$ cat src/rtl/light_share_ctrl.sv
// light_share_ctrl: round-robin sharing of one light among push buttons; define LIGHT_SHARE_DEBOUNCE_EN to debounce inputs
module light_share_ctrl #(
  parameter int N_BTN = 4,
  parameter int DEBOUNCE_CYCLES = 16,
  parameter int HOLD_CYCLES = 1000,
  parameter int OW = $clog2(N_BTN)
) (
  input  logic             clk,
  input  logic             reset_n,
  input  logic [N_BTN-1:0] button_in,
  output logic             light,
  output logic [OW-1:0]    owner,
  output logic [N_BTN-1:0] pending,
  output logic             grant_pulse
);
  localparam int TW = (HOLD_CYCLES > 0) ? $clog2(HOLD_CYCLES + 1) : 1;
  localparam logic [0:0] IDLE = 1'b0, LIT = 1'b1;
  logic [N_BTN-1:0] s1_q, s_q, c, cd_q, mask_q, mask_d, press, upd, pend_q, pend_d;
  logic [1:0] warm_q;
  logic [0:0] st_q, st_d;
  logic [OW-1:0] own_q, own_d, rr_q, rr_d;
  logic [TW-1:0] tmr_q, tmr_d;
  logic gp_q, gp_d, rel;

  function automatic logic [OW-1:0] pick(input logic [N_BTN-1:0] v, input logic [OW-1:0] st);
    int k;
    pick = '0;
    for (int i = N_BTN - 1; i >= 0; i--) begin
      k = (int'(st) + i) % N_BTN;
      if (v[k[OW-1:0]]) pick = k[OW-1:0];
    end
  endfunction

  // two-flop synchronizer per button
  always_ff @(posedge clk)
    if (!reset_n) begin
      s1_q <= '0;
      s_q  <= '0;
    end else begin
      s1_q <= button_in;
      s_q  <= s1_q;
    end

`ifdef LIGHT_SHARE_DEBOUNCE_EN
  localparam int DW = $clog2(DEBOUNCE_CYCLES + 1);
  logic [N_BTN-1:0][DW-1:0] cnt_q;
  logic [N_BTN-1:0] c_q;
  // clean level follows the synchronized level only after it has differed for DEBOUNCE_CYCLES clocks
  always_ff @(posedge clk)
    if (!reset_n) begin
      cnt_q <= '0;
      c_q   <= '0;
    end else begin
      for (int i = 0; i < N_BTN; i++)
        if (s_q[i] == c_q[i]) cnt_q[i] <= '0;
        else if (cnt_q[i] == DW'(DEBOUNCE_CYCLES - 1)) begin
          cnt_q[i] <= '0;
          c_q[i]   <= s_q[i];
        end else cnt_q[i] <= cnt_q[i] + DW'(1);
    end
  assign c = c_q;
`else
  assign c = s_q;
`endif

  // a button held through reset stays masked until it has been seen released
  assign mask_d = warm_q[1] ? (mask_q & (s_q | c)) : mask_q;
  assign press  = c & ~cd_q & ~mask_q;

  // edge-detect history and post-reset mask
  always_ff @(posedge clk)
    if (!reset_n) begin
      cd_q   <= '0;
      warm_q <= '0;
      mask_q <= '1;
    end else begin
      cd_q   <= c;
      warm_q <= {warm_q[0], 1'b1};
      mask_q <= mask_d;
    end

  // arbitration: grant, queue/cancel, release and handover
  always_comb begin
    st_d   = st_q;
    own_d  = own_q;
    rr_d   = rr_q;
    pend_d = pend_q;
    tmr_d  = tmr_q;
    gp_d   = 1'b0;
    upd    = pend_q ^ (press & ~(N_BTN'(1) << own_q));
    rel    = press[own_q] | (HOLD_CYCLES != 0 && tmr_q == '0);
    if (st_q == IDLE) begin
      if (|press) begin
        own_d  = pick(press, rr_q);
        pend_d = press & ~(N_BTN'(1) << own_d);
        st_d   = LIT;
        tmr_d  = TW'(HOLD_CYCLES - 1);
        gp_d   = 1'b1;
      end
    end else begin
      pend_d = upd;
      tmr_d  = tmr_q - TW'(1);
      if (rel) begin
        rr_d = (int'(own_q) == N_BTN - 1) ? '0 : own_q + OW'(1);
        if (|upd) begin
          own_d  = pick(upd, rr_d);
          pend_d = upd & ~(N_BTN'(1) << own_d);
          tmr_d  = TW'(HOLD_CYCLES - 1);
          gp_d   = 1'b1;
        end else st_d = IDLE;
      end
    end
  end

  // arbiter state registers
  always_ff @(posedge clk)
    if (!reset_n) begin
      st_q   <= IDLE;
      own_q  <= '0;
      rr_q   <= '0;
      pend_q <= '0;
      tmr_q  <= '0;
      gp_q   <= 1'b0;
    end else begin
      st_q   <= st_d;
      own_q  <= own_d;
      rr_q   <= rr_d;
      pend_q <= pend_d;
      tmr_q  <= tmr_d;
      gp_q   <= gp_d;
    end

  assign light       = st_q;
  assign owner       = own_q;
  assign pending     = pend_q;
  assign grant_pulse = gp_q;
endmodule

$ cat config.mk
export PLATFORM = sky130hd
export DESIGN_NAME = light_share_ctrl
export DESIGN_NICKNAME = d
export VERILOG_FILES = /design/src/rtl/light_share_ctrl.sv
export SDC_FILE = /design/constraint.sdc
export NUM_CORES = 1
export LEC_CHECK = 0
export ABC_AREA = 1
export ABC_CLOCK_PERIOD_IN_PS = 2300
export BUFFER_PORTS_ARGS = -buffer_cell sky130_fd_sc_hd__buf_4
export CAP_MARGIN = 20
export CORE_UTILIZATION = 56
export DETAILED_ROUTE_END_ITERATION = 8
export PLACE_DENSITY_LB_ADDON = 0.2
export SYNTH_ARGS = -nofsm -noshare
export SYNTH_HDL_FRONTEND = slang
export SYNTH_SLANG_ARGS = --single-unit
export TNS_END_PERCENT = 20
$ cat constraint.sdc
create_clock -name clk -period 2.3 [get_ports clk]
set_input_delay 0.23 -clock clk [delete_from_list [all_inputs] [get_ports clk]]
set_output_delay 0.23 -clock clk [all_outputs]
set_load 0.05 [all_outputs]
==> reports/metrics.cfg <==
[synth]
async_flop_share = 0
synth_top_area_frac = 0.343
synth-seq-cells = 38
synthesis.area_um2 = 2220
synth_cell_types = 33
postSynthCellCount = 315
synth_area_per_cell_um2 = 7.05
yosysWarnings = 0
synth_edf_count = 0
synth_fp_nets = 326
synthTopCellsByArea = dfxtp_1 (34%), nand2_1 (14%), inv_1 (5.9%)
synthFlopType = dfxtp_1
yosys.area.top_type = dfxtp_1
ys_seq_area_frac = 0.343
yosysMostFrequentCell = nand2_1
netlist_top_cells_count = nand2_1 (84), dfxtp_1 (38), inv_1 (35)

[grt]
grt_antenna_before_repair = 0
grt_pass1_wl_um = 8090
grt_overflow = 0
grt_pass1_vias = 1864
grt_max_degree = 27
grt_usage = 0.252

[sta]
hold_ws_ns = 0.109
hold_viol = 0
max_freq_mhz = 487
tightest_slew_ns = 0.467
period_needed_ns = 2.05
slew_viol_final = 0
fin_skew_ns = 0.00715
grt_setup_unrepaired = false
setup_tns_ns = 0
setup_viol = 0
slew_headroom = 0.688
min_period_over_period = 0.893

[placement]
hpwl_um = 3460
port_buffers = 13
place_congestion = 1.04

[critical_path]
path_cells = inv_1 > ha_1 > inv_1 > nor2_4 > nand3_1 > nand2_1 > a21oi_1 > nand2_1 > nand2_1 > nand2_1 > nand2_1 > nand3_1 > nand2_1 > a21oi_2
cpMostUsedCell = nand2_1
crit_fanout = 9
crit_type = reg -> reg
critical_path.endpoint_type = register
slowest_stage = dfxtp_4
crit_arrival_ns = 2.23
slowest_delay_ns = 0.42
cp-start-kind = register
crit_required_ns = 2.47

[clock_tree]
cts_buffers = 5
clkLatencyLatePin_ns = 0.30
htreeDepth = 2
root_buffer = clkbuf_8
cts_tree = built
cts.sinks = 38
path_clk_slew_ns = 0.08
cts_hold_buf = 0
cts_max_path_buffers = 2

[route]
detail_route.first_pass.iterations = 4
totalWireLength_um = 4660
via_per_inst = 5.29
drc = 0
antenna_left = 0
detail_route.iter0.violations = 143
vias = 2014
wl_per_cell_um = 12.2

[die]
die_x_um = 65.0
initial_core_util = 0.593
ios = 14
dieArea_um2 = 4220
die_h_um = 65.0
core-area_um2 = 3740
rows = 22

[power_and_ir_drop]
power.clock.fraction = 0.318
swShare = 0.337
ir_drop_uv = 508
power_switching_uw = 605
seq_power_share = 0.426
pwr-share-comb = 0.256
p_int_uw = 1190
p_per_area_nw_per_um2 = 721
leakage_uw = 0.00116

[finish]
drive_gt1_frac = 0.210
antennaDiodeCount = 0
fill_cells = 321
area_delta_synth_final_pct = 12.1
fin_nets = 343

[run]
cap_violations = 0

[worst_hold_path]
hold_class = in -> reg

[run_status]
status = finished clean

[routing by layer]
| metal | global-route usage | up-vias | share of wire |
|---|---|---|---|
| met1 | 0.324 | 898 | 0.50 |
| met4 | 0.114 | 0 | 0.021 |
| met3 | 0.0546 | 13 | 0.050 |
| li1 | - | 1045 | - |
| met5 | 0 | - | 0 |
| met2 | 0.397 | 58 | 0.43 |
[kinds of logic (layout without fill, tap and decap cells)]
group,count (synthesis),in the layout,share of synthesized area
adders and majority gates,5,5,0.0282
xor gates and xnor gates,6,6,0.0237
AOI/OAI and AO/OA,46,46,0.132
and+or+nand+nor,168,168,0.385
DFF,38,38,0.343
buffers and inverters,52,70,0.0884
[timing repair]
action	4_1_cts	5_1_grt
endpoints found under the setup margin	0	2
gates resized for setup	0	2
setup buffers	0	0
[power by group through the flow]
| stage | registers (uW) | clock network (uW) | logic (uW) |
|---|---|---|---|
| 2_1_floorplan | 795 | 0 | 336 |
| 3_3_place_gp | 777 | 0 | 448 |
| 3_5_place_dp | 778 | 0 | 453 |
| 4_1_cts | 764 | 583 | 456 |
| 5_1_grt | 771 | 609 | 510 |
| 6_report | 765 | 571 | 459 |
[flip-flops by register name (all words and copies together), names as in the netlist]
name         count
tmr_q           10
c                4
cd_q             4
mask_q           4
pending          4
s1_q             4
owner            2
rr_q             2
warm_q           2
grant_pulse      1
light            1
[critical path, delay by kind of cell (launching register included)]
| family | cells | cell delay, ns |
|---|---|---|
| and+or+nand+nor | 9 | 0.72 |
| adders and majority gates | 1 | 0.36 |
| AOI/OAI and AO/OA | 2 | 0.17 |
| DFF | 1 | 0.42 |
| buffers and inverters | 2 | 0.26 |
[worst paths after layout]
kind	from	end	slack, ns	depth (start not counted)
min	button_in[3]	s1_q[3]$_SDFF_PN0_	0.11	3
max reg2reg	owner[0]$_SDFFE_PN0P_	pending[1]$_SDFFE_PN0P_	0.25	14
max	owner[0]$_SDFFE_PN0P_	pending[1]$_SDFFE_PN0P_	0.25	14
min reg2reg	warm_q[0]$_DFF_P_	warm_q[1]$_SDFF_PN0_	0.42	2
[layout by cell type (no fill, tap or decap), drive strengths merged, types with 5 or more instances in the layout]
cell / instances
ha: 5
clkbuf: 5
nand2: 94
nor2: 38
nand3: 23
dfxtp: 38
inv: 47
o21ai: 16
nand4: 10
a21oi: 24
buf: 14
[layout make-up]
cell class | count | area (um2) | share of cell area
multi-input cells | 225 | 1260 | 0.508
repair buffers | 14 | 105 | 0.0422
inverters | 48 | 180 | 0.0724
clock buffers | 5 | 68.8 | 0.0277
well taps | 48 | 60.1 | 0.0241
flip-flops and latches | 38 | 766 | 0.308
clock inverters | 3 | 45.0 | 0.0181
[per-stage QoR]
stage	cells	setup WS, ns	total power (uW)	utilization	instance area [um2]
CTS	381	0.220	1800	0.664	2480
detailed placement	373	0.233	1230	0.633	2370
global route	381	0.0331	1890	0.665	2490
floorplan	315	0.125	1130	-	2220
finish	381	0.245	1790	0.665	2490
global placement	373	0.225	1230	0.633	2370
Power figures use the tool's default switching activity.
